## src/rtl/fpu_pkg.sv

```systemverilog
// rtl/fpu_pkg.sv - shared FPU types and sequencer defaults
package fpu_pkg;

  typedef enum logic [3:0] {
    OVERFLOW  = 4'd0,
    UNDERFLOW = 4'd1,
    EXACT     = 4'd2,
    INEXACT   = 4'd3
  } status_t;

  typedef enum logic [2:0] {
    ST_IDLE    = 3'd0,
    ST_LOAD    = 3'd1,
    ST_HOLD    = 3'd2,
    ST_CAPTURE = 3'd3,
    ST_PRESENT = 3'd4
  } seq_state_t;

  localparam int DEFAULT_DEPTH       = 4;
  localparam int DEFAULT_HOLD_CYCLES = 64;

endpackage

```

## src/rtl/fpu_op_fifo.sv

```systemverilog
// rtl/fpu_op_fifo.sv - operand-pair FIFO with power-of-two depth
module fpu_op_fifo
  import fpu_pkg::*;
#(
  parameter int DEPTH = DEFAULT_DEPTH,
  parameter int WIDTH = 64
) (
  input  logic             clk,
  input  logic             rst_n,
  input  logic             i_push,
  input  logic [WIDTH-1:0] i_push_data,
  input  logic             i_pop,
  output logic [WIDTH-1:0] o_pop_data,
  output logic             o_full,
  output logic             o_empty
);

  localparam int AW = $clog2(DEPTH);
  localparam int CW = AW + 1;

  logic [WIDTH-1:0] r_mem [DEPTH];
  logic [AW-1:0]    r_wr_ptr;
  logic [AW-1:0]    r_rd_ptr;
  logic [CW-1:0]    r_count;
  logic             w_push;
  logic             w_pop;

  // Guarded here so a push while full can never overwrite the head entry.
  assign w_push     = i_push && !o_full;
  assign w_pop      = i_pop && !o_empty;
  assign o_full     = (r_count == CW'(DEPTH));
  assign o_empty    = (r_count == '0);
  assign o_pop_data = r_mem[r_rd_ptr];

  always_ff @(posedge clk or negedge rst_n) begin
    if (!rst_n) begin
      r_wr_ptr <= '0;
      r_rd_ptr <= '0;
      r_count  <= '0;
    end else begin
      if (w_push) r_wr_ptr <= r_wr_ptr + AW'(1);
      if (w_pop)  r_rd_ptr <= r_rd_ptr + AW'(1);
      case ({w_push, w_pop})
        2'b10:   r_count <= r_count + CW'(1);
        2'b01:   r_count <= r_count - CW'(1);
        default: r_count <= r_count;
      endcase
    end
  end

  always_ff @(posedge clk) begin
    if (w_push) r_mem[r_wr_ptr] <= i_push_data;
  end

endmodule

```

## src/rtl/fpu_op_sequencer.sv

```systemverilog
// rtl/fpu_op_sequencer.sv - queues operand pairs and paces them through a slow FPU
module fpu_op_sequencer
  import fpu_pkg::*;
#(
  parameter int DEPTH       = DEFAULT_DEPTH,
  parameter int HOLD_CYCLES = DEFAULT_HOLD_CYCLES
) (
  input  logic        clock_100Khz,
  input  logic        reset,
  input  logic        in_valid,
  output logic        in_ready,
  input  logic [31:0] in_op_a,
  input  logic [31:0] in_op_b,
  output logic [31:0] fpu_op_a,
  output logic [31:0] fpu_op_b,
  input  logic [31:0] fpu_data,
  input  status_t     fpu_status,
  output logic        res_valid,
  input  logic        res_ready,
  output logic [31:0] res_data,
  output status_t     res_status,
  output logic        busy
);

  localparam int HW = (HOLD_CYCLES > 1) ? $clog2(HOLD_CYCLES) : 1;
  localparam logic [HW-1:0] HOLD_LAST = HW'(HOLD_CYCLES - 1);

  seq_state_t    r_state;
  logic [HW-1:0] r_hold_cnt;
  logic [31:0]   r_fpu_op_a;
  logic [31:0]   r_fpu_op_b;
  logic [31:0]   r_res_data;
  status_t       r_res_status;
  logic          r_res_valid;
  logic [63:0]   w_head;
  logic          w_full;
  logic          w_empty;
  logic          w_pop;

  assign w_pop = (r_state == ST_LOAD);

  fpu_op_fifo #(
    .DEPTH (DEPTH),
    .WIDTH (64)
  ) u_fifo (
    .clk         (clock_100Khz),
    .rst_n       (reset),
    .i_push      (in_valid),
    .i_push_data ({in_op_a, in_op_b}),
    .i_pop       (w_pop),
    .o_pop_data  (w_head),
    .o_full      (w_full),
    .o_empty     (w_empty)
  );

  always_ff @(posedge clock_100Khz or negedge reset) begin
    if (!reset) begin
      r_state      <= ST_IDLE;
      r_hold_cnt   <= '0;
      r_fpu_op_a   <= '0;
      r_fpu_op_b   <= '0;
      r_res_data   <= '0;
      r_res_status <= EXACT;
      r_res_valid  <= 1'b0;
    end else begin
      case (r_state)
        ST_IDLE: begin
          if (!w_empty) r_state <= ST_LOAD;
        end
        ST_LOAD: begin
          {r_fpu_op_a, r_fpu_op_b} <= w_head;
          r_hold_cnt               <= '0;
          r_state                  <= ST_HOLD;
        end
        ST_HOLD: begin
          // Counter stops at its last value so it never wraps within one pass.
          if (r_hold_cnt == HOLD_LAST) r_state <= ST_CAPTURE;
          else                         r_hold_cnt <= r_hold_cnt + HW'(1);
        end
        ST_CAPTURE: begin
          r_res_data   <= fpu_data;
          r_res_status <= fpu_status;
          r_res_valid  <= 1'b1;
          r_state      <= ST_PRESENT;
        end
        ST_PRESENT: begin
          if (r_res_valid && res_ready) begin
            r_res_valid <= 1'b0;
            r_state     <= ST_IDLE;
          end
        end
        default: r_state <= ST_IDLE;
      endcase
    end
  end

  assign in_ready   = !w_full;
  assign fpu_op_a   = r_fpu_op_a;
  assign fpu_op_b   = r_fpu_op_b;
  assign res_valid  = r_res_valid;
  assign res_data   = r_res_data;
  assign res_status = r_res_status;
  assign busy       = (r_state != ST_IDLE);

endmodule

```

## config.mk

```make
export PLATFORM = sky130hd
export DESIGN_NAME = fpu_op_sequencer
export DESIGN_NICKNAME = d
export VERILOG_FILES = /design/src/rtl/fpu_pkg.sv /design/src/rtl/fpu_op_fifo.sv /design/src/rtl/fpu_op_sequencer.sv
export SDC_FILE = /design/constraint.sdc
export NUM_CORES = 1
export LEC_CHECK = 0
export ABC_AREA = 1
export ABC_CLOCK_PERIOD_IN_PS = 4500
export BUFFER_PORTS_ARGS = -buffer_cell sky130_fd_sc_hd__buf_2
export CAP_MARGIN = 10
export CORE_ASPECT_RATIO = 0.7
export CORE_MARGIN = 5
export CORE_UTILIZATION = 50
export DETAILED_ROUTE_END_ITERATION = 12
export GPL_TIMING_DRIVEN = 0
export PLACE_DENSITY = 0.67
export SLEW_MARGIN = 25
export SYNTH_ARGS = -nofsm -noshare
export SYNTH_HDL_FRONTEND = slang
export SYNTH_HIERARCHICAL = 1
export SYNTH_SLANG_ARGS = --single-unit
```

## constraint.sdc

```tcl
create_clock -name clock_100Khz -period 4.5 [get_ports clock_100Khz]
set_input_delay 1.125 -clock clock_100Khz [delete_from_list [all_inputs] [get_ports clock_100Khz]]
set_output_delay 1.125 -clock clock_100Khz [all_outputs]
set_load 0.02 [all_outputs]
```

==> results of run 1 <==
final timing paths:
path | endpoint | slack, ps | cells after the start
min | res_data[0] | 470 | 2
min in group asynchronous | fpu_op_a[1] | 520 | 1
max reg2reg | u_fifo/r_count[2] | 2220 | 13
max | busy | 1850 | 3
max in group asynchronous | res_status[1] | 3280 | 2
min reg2reg | res_data[0] | 470 | 2
power groups by stage:
| stage | clock network [mW] | registers [mW] | logic (mW) |
|---|---|---|---|
| floorplan | 0 | 5.66 | 2.45 |
| global placement | 0 | 5.19 | 4.47 |
| detailed placement | 0 | 5.12 | 4.80 |
| CTS | 3.19 | 5.06 | 4.82 |
| global route | 3.34 | 5.15 | 5.27 |
| finish | 3.13 | 5.06 | 4.74 |
sequential cells by signal (all words and copies together) (netlist names):
signal           flops
r_hold_cnt           6
res_valid            1
fpu_op_a            32
fpu_op_b            32
res_status           4
r_state              3
res_data            32
u_fifo/r_wr_ptr      2
u_fifo/r_rd_ptr      2
u_fifo/r_count       3
u_fifo/r_mem       256
worst max-delay path, stage by stage (launching register included):
cell     delay (ps)
dfrtp_1         430
nor2_1          250
nand2_1         140
buf_2           180
synth_stat cells, drive strengths merged (2+ instances only):
master,instances
ha,6
inv,191
nand2,463
buf,55
clkbuf,9
o211ai,129
edfxtp,256
nand3,23
nor2,13
o21ai,37
nand4,2
dfrtp,116
placed cells by master (no fill, tap or decap), drive strengths merged:
cell / count
buf: 275
o211ai: 129
clkinvlp: 2
dfstp: 1
fa: 1
nand4: 2
ha: 6
inv: 193
nand3: 23
dfrtp: 116
xnor2: 1
nand2: 463
nor2: 13
or2: 1
clkinv: 11
o21bai: 1
diode: 1
clkbuf: 62
edfxtp: 256
o21ai: 37
area by class of cell:
type	count	area (um^2)
Clock inverter	15	90.1
Timing Repair Buffer	220	1400
Sequential cell	373	10600
Buffer	64	419
Tap cell	385	482
Clock buffer	53	1170
Fill cell	2387	11600
Multi-Input combinational cell	677	3240
Inverter	191	717
Antenna cell	1	2.50
stage by stage:
stage	total power, mW	hold slack [ps]	std cells	TNS [ps]
after detailed placement	9.92	461	1910	0
after CTS	13.1	478	1978	0
after global routing	13.8	493	1979	0
after global placement	9.67	459	1896	-591440
after floorplan	8.12	446	1305	0
final	12.9	474	1979	0
cells by family (layout without fill, tap and decap cells):
group	Yosys count	after routing	share of synthesized area
DFF	373	373	0.710
buffers and inverters	255	543	0.0759
xor gates and xnor gates	1	1	0.000586
other	0	1	0
AOI/OAI and AO/OA	167	167	0.0776
and+or+nand+nor	502	502	0.130
adders and majority gates	7	7	0.00636
layer usage:
metal  up-vias  wire length (um)  part of all wire  GRT usage
met2       309             15900              0.45      0.337
met3        58              2350             0.067     0.0421
met5         -                42            0.0012          0
met4         8               642             0.018     0.0524
met1      4737             16100              0.46      0.304
li1       4846                 -                 -          -
==> reports/results.ini, run 1 <==
[status]
status=finished, final reports clean

[clock_network]
clkLatencyLatePin_ps=540
cts_made_buffers=37
cts_buffer_depth=3
ctsHoldBuffers=0
cts_tree=built
post-cts-setup-buffers=0
clk_pin_slew_ps=60
ctsRootBufferMaster=clkbuf_16
ctsResizeCount=0
clock_sink_count=373
cts-htree-levels=2

[setup_path]
crit_type=flop to output port
crit_required_ps=3380
crit_start=r_state[0]
cp.arrival_ps=1520
path_max_fanout=4
r2r_start=r_state[2]
setup.worst_path.end_class=output port
start_kind=flop

[place]
dp_hpwl_mm=23.5
gp_congestion=0.772
dp_slack_ps=1680
io_buffers=206
placed_cell_area_um2=16900

[floorplan]
dieArea_um2=33500
die_x_um=217
ios=207
core_um2=29800
die_h_um=155
start_util=0.502
row_count=53

[power_and_ir_drop]
powerDensity_nw_per_um2=713
ir_drop_mv=0.376
p_sw_mw=4.84
pwr-share-seq=0.391
power.leakage_nw=8.36
clkPwrFrac=0.242
combPwrFrac=0.367
swShare=0.375
intPower_mw=8.08

[synthesis]
ys_seq_area_frac=0.710
synth_edf_count=256
synth_top_area_frac=0.514
synth_area_leaders=edfxtp_1 51%, dfrtp_1 19%, nand2_1 12%, o211ai_1 6.5%, inv_1 4.7%
synth_flop_cell=edfxtp_1
yosysWarnings=6
synthCells=1305
synth_cell_type_count=24
syn_avg_cell_area_um2=11.5
syn_nets=1416
synth_area_um2=15000
synth_area_leader_cell=edfxtp_1
ys_seq_elements=373
synth-async-reset-ratio=0.314

[timing]
tightest_slew_ps=655
rsz0062_at_grt=no
hold_viol=0
max-slew-margin-rel=0.562
layout_setup_ws_ps=1850
setup_viol=0
finClkSkew_ps=12.2
slew_viol_final=0
finalCritPeriodShare=0.588
fmax_mhz=378
fin_crit_ps=2650

[detailed_routing]
vias=9958
ant_nets=0
vias_per_cell=5.03
wl_mm=35.1
dr.first_iter.drc_count=720
detail_route.wl_per_cell_um=17.7
drc=0
firstDrtPassIters=5

[global_route]
grt_pass1_vias=10100
grt_max_degree=62
overflow=0
grt_pass1_wl_mm=55.7
grtUsageTotal=0.211
antenna_found_initial=6

[layout]
fin_area_um2=18100
areaGrowthSynthToFinish_pct=21.3
drive_above_1_share=0.221
final_core_util=0.609
fin_nets=1675

[worst_hold_path]
hold_path_startpoint=res_data[0]
min_path_type=flop to flop

[job]
drv_cap=0

Power figures use the tool's default switching activity.
==> inputs of run 2 (changes only) <==
- ABC_CLOCK_PERIOD_IN_PS: 4500 -> 2200
- PLACE_DENSITY: 0.67 -> 0.7
- clock period: 4.5 -> 2.2 ns (I/O delays scaled with it)
==> reports/results.ini, run 2 (synthesis results as in run 1) <==
[floorplan]
dieArea_um2=33500  ; unchanged
start_util=0.502  ; unchanged
core_um2=29800  ; unchanged
die_h_um=155  ; unchanged
ios=207  ; unchanged
die_x_um=217  ; unchanged
row_count=53  ; unchanged

[layout]
top_register=u_fifo/r_mem
final_core_util=0.606  ; -0.00332
layout_common_cells=460 x nand2_1, 256 x edfxtp_1, 237 x buf_2, 187 x inv_1, 129 x o211ai_1
largest_reg_flops=256  ; unchanged
fin_area_um2=18000  ; -0.54%
layout_commonest_cell=nand2_1
areaGrowthSynthToFinish_pct=20.6
fin_nets=1678  ; +0.18%
drive_above_1_share=0.217  ; -0.00377

[detailed_routing]
wl_mm=34.3  ; -2.1%
vias_per_cell=5.04  ; +0.18%
firstDrtPassIters=5  ; unchanged
detail_route.wl_per_cell_um=17.3  ; -2.2%
drc=0  ; unchanged
vias=9981  ; +0.23%
ant_nets=0  ; unchanged
dr.first_iter.drc_count=734  ; +1.9%

[timing]
hold_viol=0  ; unchanged
slew_viol_final=0  ; unchanged
hold_slack_ps=242  ; -232 ps
layout_setup_ws_ps=117  ; -1740 ps
fin_crit_ps=2080
rsz0062_at_grt=no
fmax_mhz=480
finClkSkew_ps=19.3  ; +7.06 ps
setup_viol=0  ; unchanged
max-slew-margin-rel=0.589  ; +0.0271
tightest_slew_ps=616  ; -39.2 ps
tns_ps=0  ; unchanged
finalCritPeriodShare=0.947

[global_route]
grt_pass1_vias=9809  ; -2.7%
overflow=0  ; unchanged
grtUsageTotal=0.204  ; -0.00713
antenna_found_initial=11  ; +5
grt_max_degree=75  ; +21%
grt_pass1_wl_mm=54.0  ; -3.2%

[clock_network]
clock_sink_count=373  ; unchanged
cts_tree=built
cts_buffer_depth=3  ; unchanged
clkLatencyLatePin_ps=520  ; -20 ps
cts-htree-levels=2  ; unchanged
ctsRootBufferMaster=clkbuf_16
clk_pin_slew_ps=60  ; about the same
cts_made_buffers=36  ; -2.7%

[setup_path]
path_max_fanout=4  ; unchanged
crit_required_ps=1650  ; -1730 ps
setup.worst_path.end_class=output port
crit_type=flop to output port
start_kind=flop
cp.arrival_ps=1530  ; about the same

[status]
status=finished, final reports clean

[place]
io_buffers=206  ; unchanged
dp_hpwl_mm=23.0  ; -2.1%
gp_congestion=0.801  ; +3.7%
placed_cell_area_um2=16800  ; -0.24%
dp_slack_ps=-149  ; -1830 ps

[power_and_ir_drop]
ir_drop_mv=0.900  ; +140%
powerDensity_nw_per_um2=1450  ; +100%
power.leakage_nw=8.29  ; -0.79%

[job]
drv_cap=0  ; unchanged

[worst_hold_path]
min_path_type=input pin to flop

## run 2: cell count changes in the layout (fill, tap and decap cells not counted), sizes merged, moves of 3 or more
cell,previous run,this run
inv,193,190
clkbuf,62,51
buf,275,278
clkinv,11,14
bufinv,0,4
clkinvlp,2,5
## run 2: worst paths after layout
check	startpoint	end	slack, ps	depth (start not counted)
worst max-delay path	u_fifo/r_count[0]	in_ready	120	5
max in group asynchronous	reset	fpu_op_b[16]	950	3
worst min-delay path	in_op_a[2]	u_fifo/r_mem[2][34]	240	1
worst max register to register	r_state[1]	u_fifo/r_count[2]	200	12
worst min register to register	fpu_op_b[24]	fpu_op_b[24]	470	2
min in group asynchronous	reset	fpu_op_a[9]	530	2
## run 2: worst max-delay path, cell delays in order (launching register included)
cell and delay, ps:
dfrtp_1 390, inv_1 120, nand3_1 210, inv_1 100
inv_1 50, buf_2 150
## run 2: where the power goes
group	leakage (nW)	internal [mW]	switching [mW]
clock	0.554	3.55	2.55
sequential	3.80	9.58	0.767
combinational	3.94	3.19	6.46
## run 2: final cells by class
cell class / instances / area [um^2]
repair buffers: 225 / 1400
diodes: 2 / 5.00
fillers: 2343 / 11700
well taps: 385 / 482
flip-flops and latches: 373 / 10600
clock buffers: 42 / 945
inverters: 191 / 718
multi-input cells: 677 / 3250
plain buffers: 63 / 414
clock inverters: 22 / 214
## run 2: repair_timing
item                                   in CTS  in global routing
endpoints found under the hold margin      43                  0
setup endpoints to repair                  29                 19
gates cloned                                0                  0
gates resized for setup                     0                  3
setup buffers                               4                  0
hold buffers                                1                  0
pin swaps                                   2                  0
## run 2: routing by layer
layer  GRT usage  routed length, um
met5           0                107
met3      0.0505               2380
met2       0.338              16200
met1       0.278              14900
met4      0.0460                626
## run 2: through the flow
stage / total power [mW] / cells
after floorplan: 16.6 / 1305
after global placement: 19.7 / 1896
after detailed placement: 20.2 / 1910
after CTS: 26.4 / 1979
after global routing: 27.8 / 1979
final: 26.1 / 1980
==> inputs of run 3 (changes only) <==
- MAX_ROUTING_LAYER: unset -> met4
==> reports/results.ini, run 3 (synthesis results as in run 1) <==
[clock_network]
clk_pin_slew_ps=60  ; about the same
cts_buffer_depth=3  ; unchanged
cts_tree=built
clock_sink_count=373  ; unchanged
clkLatencyLatePin_ps=520  ; about the same
ctsRootBufferMaster=clkbuf_16
cts-htree-levels=2  ; unchanged
cts_made_buffers=36  ; unchanged

[layout]
fillers=2338  ; -0.21%
largest_reg_flops=256  ; unchanged
top_register=u_fifo/r_mem
ff_latch_area_um2=10600  ; unchanged
multi_input_area_um2=3250  ; unchanged
drive_above_1_share=0.217  ; unchanged
layout_commonest_cell=nand2_1
layout_common_cells=460 x nand2_1, 256 x edfxtp_1, 237 x buf_2, 187 x inv_1, 129 x o211ai_1
areaGrowthSynthToFinish_pct=20.8
fin_nets=1678  ; unchanged

[power_and_ir_drop]
ir_drop_mv=0.902  ; +0.21%
finalPower_mw=26.1  ; about the same
power.leakage_nw=8.29  ; about the same
powerDensity_nw_per_um2=1450  ; about the same

[floorplan]
core_um2=29800  ; unchanged
ios=207  ; unchanged
start_util=0.502  ; unchanged
die_h_um=155  ; unchanged
die_x_um=217  ; unchanged
dieArea_um2=33500  ; unchanged
row_count=53  ; unchanged

[timing]
tightest_slew_ps=614  ; -1.87 ps
hold_viol=0  ; unchanged
tns_ps=0  ; unchanged
setup_viol=0  ; unchanged
slew_viol_final=0  ; unchanged
rsz0062_at_grt=no
finalCritPeriodShare=0.946  ; about the same
max-slew-margin-rel=0.591  ; +0.00125
fin_crit_ps=2080  ; -1.18 ps
fmax_mhz=480  ; about the same
finClkSkew_ps=20.8  ; +1.48 ps

[detailed_routing]
detail_route.wl_per_cell_um=17.3  ; -0.44%
vias_per_cell=5.01  ; -0.62%
drc=0  ; unchanged
ant_nets=0  ; unchanged
dr.first_iter.drc_count=651  ; -11%
firstDrtPassIters=4  ; -1
vias=9964  ; -0.17%
wl_mm=34.3  ; about the same

[global_route]
antenna_found_initial=11  ; unchanged
grt_max_degree=75  ; unchanged
grtUsageTotal=0.211  ; +0.00627
grt_pass1_wl_mm=54.0  ; about the same
overflow=0  ; unchanged
grt_pass1_vias=9809  ; unchanged

[status]
status=finished, final reports clean

[worst_hold_path]
hold_path_startpoint=in_op_b[13]
min_path_type=input pin to flop

[setup_path]
path_max_fanout=4  ; unchanged
r2r_start=r_state[1]
crit_top_cell=inv_1
crit_start=u_fifo/r_count[0]
r2r_slack_ps=190  ; about the same
worstPathCellList=inv_1 > nand3_1 > inv_1 > inv_1 > buf_2
cp.arrival_ps=1530  ; about the same
timing.rr.end=u_fifo/r_count[2]
crit_required_ps=1650  ; about the same
setup.worst_path.end_class=output port
start_kind=flop
ff2ff_path_depth=12  ; unchanged
slowest_stage=dfrtp_1
slowest_delay_ps=390  ; about the same
cp-endpoint=in_ready
crit_type=flop to output port

[place]
io_buffers=206  ; unchanged
dp_hpwl_mm=23.0  ; unchanged
gp_congestion=0.812  ; +1.4%

[job]
drv_cap=0  ; unchanged

## run 3: layer usage
metal	track usage	part of all wire	vias to the layer above
li1	-	-	4857
met1	0.279	0.43	4768
met2	0.338	0.47	290
met3	0.0495	0.075	49
met4	0.0460	0.018	0
met5	-	0	-
## run 3: area by class of cell
cell class,count,share of cell area
timing repair buffer,225,0.0777
antenna,11,0.00152
multi-input combinational,677,0.180
clock inverter,22,0.0118
clock buffer,42,0.0523
tap,385,0.0267
buffer,63,0.0229
sequential,373,0.588
inverter,191,0.0398
## run 3: how the worst min path moves through the flow
stage	to	slack (ps)	cells past startpoint
after floorplan	fpu_op_a[0]	250	0
after global placement	fpu_op_b[22]	460	2
after detailed placement	fpu_op_b[17]	460	2
after CTS	u_fifo/r_mem[1][10]	220	1
after global routing	u_fifo/r_mem[3][19]	220	1
final	u_fifo/r_mem[3][13]	240	1
## run 3: critical path, delay by kind of cell (launching register included)
kind,cells,cell delay (ps)
buf+inv,4,420
flops,1,390
simple gates,1,210
## run 3: stage by stage
stage	setup WS, ps	utilization	hold slack, ps	cell area (um^2)	std cells
after floorplan	-641	-	254	15000	1305
after global placement	-2150	0.554	460	16500	1896
after detailed placement	-149	0.565	460	16800	1910
after CTS	0.412	0.606	220	18000	1979
after global routing	22.8	0.607	218	18100	1988
final	119	0.607	243	18100	1989
## run 3: timing repair
action                     in CTS  in global routing
hold endpoints to repair       43                  0
setup endpoints to repair      29                 19
gates resized for setup         0                  3
setup buffers                   4                  0
pin swaps                       2                  0
hold buffers                    1                  0
## run 3: where the power goes
part | internal [mW] | switching, mW
clock | 3.55 | 2.55
combinational | 3.19 | 6.48
sequential | 9.58 | 0.765
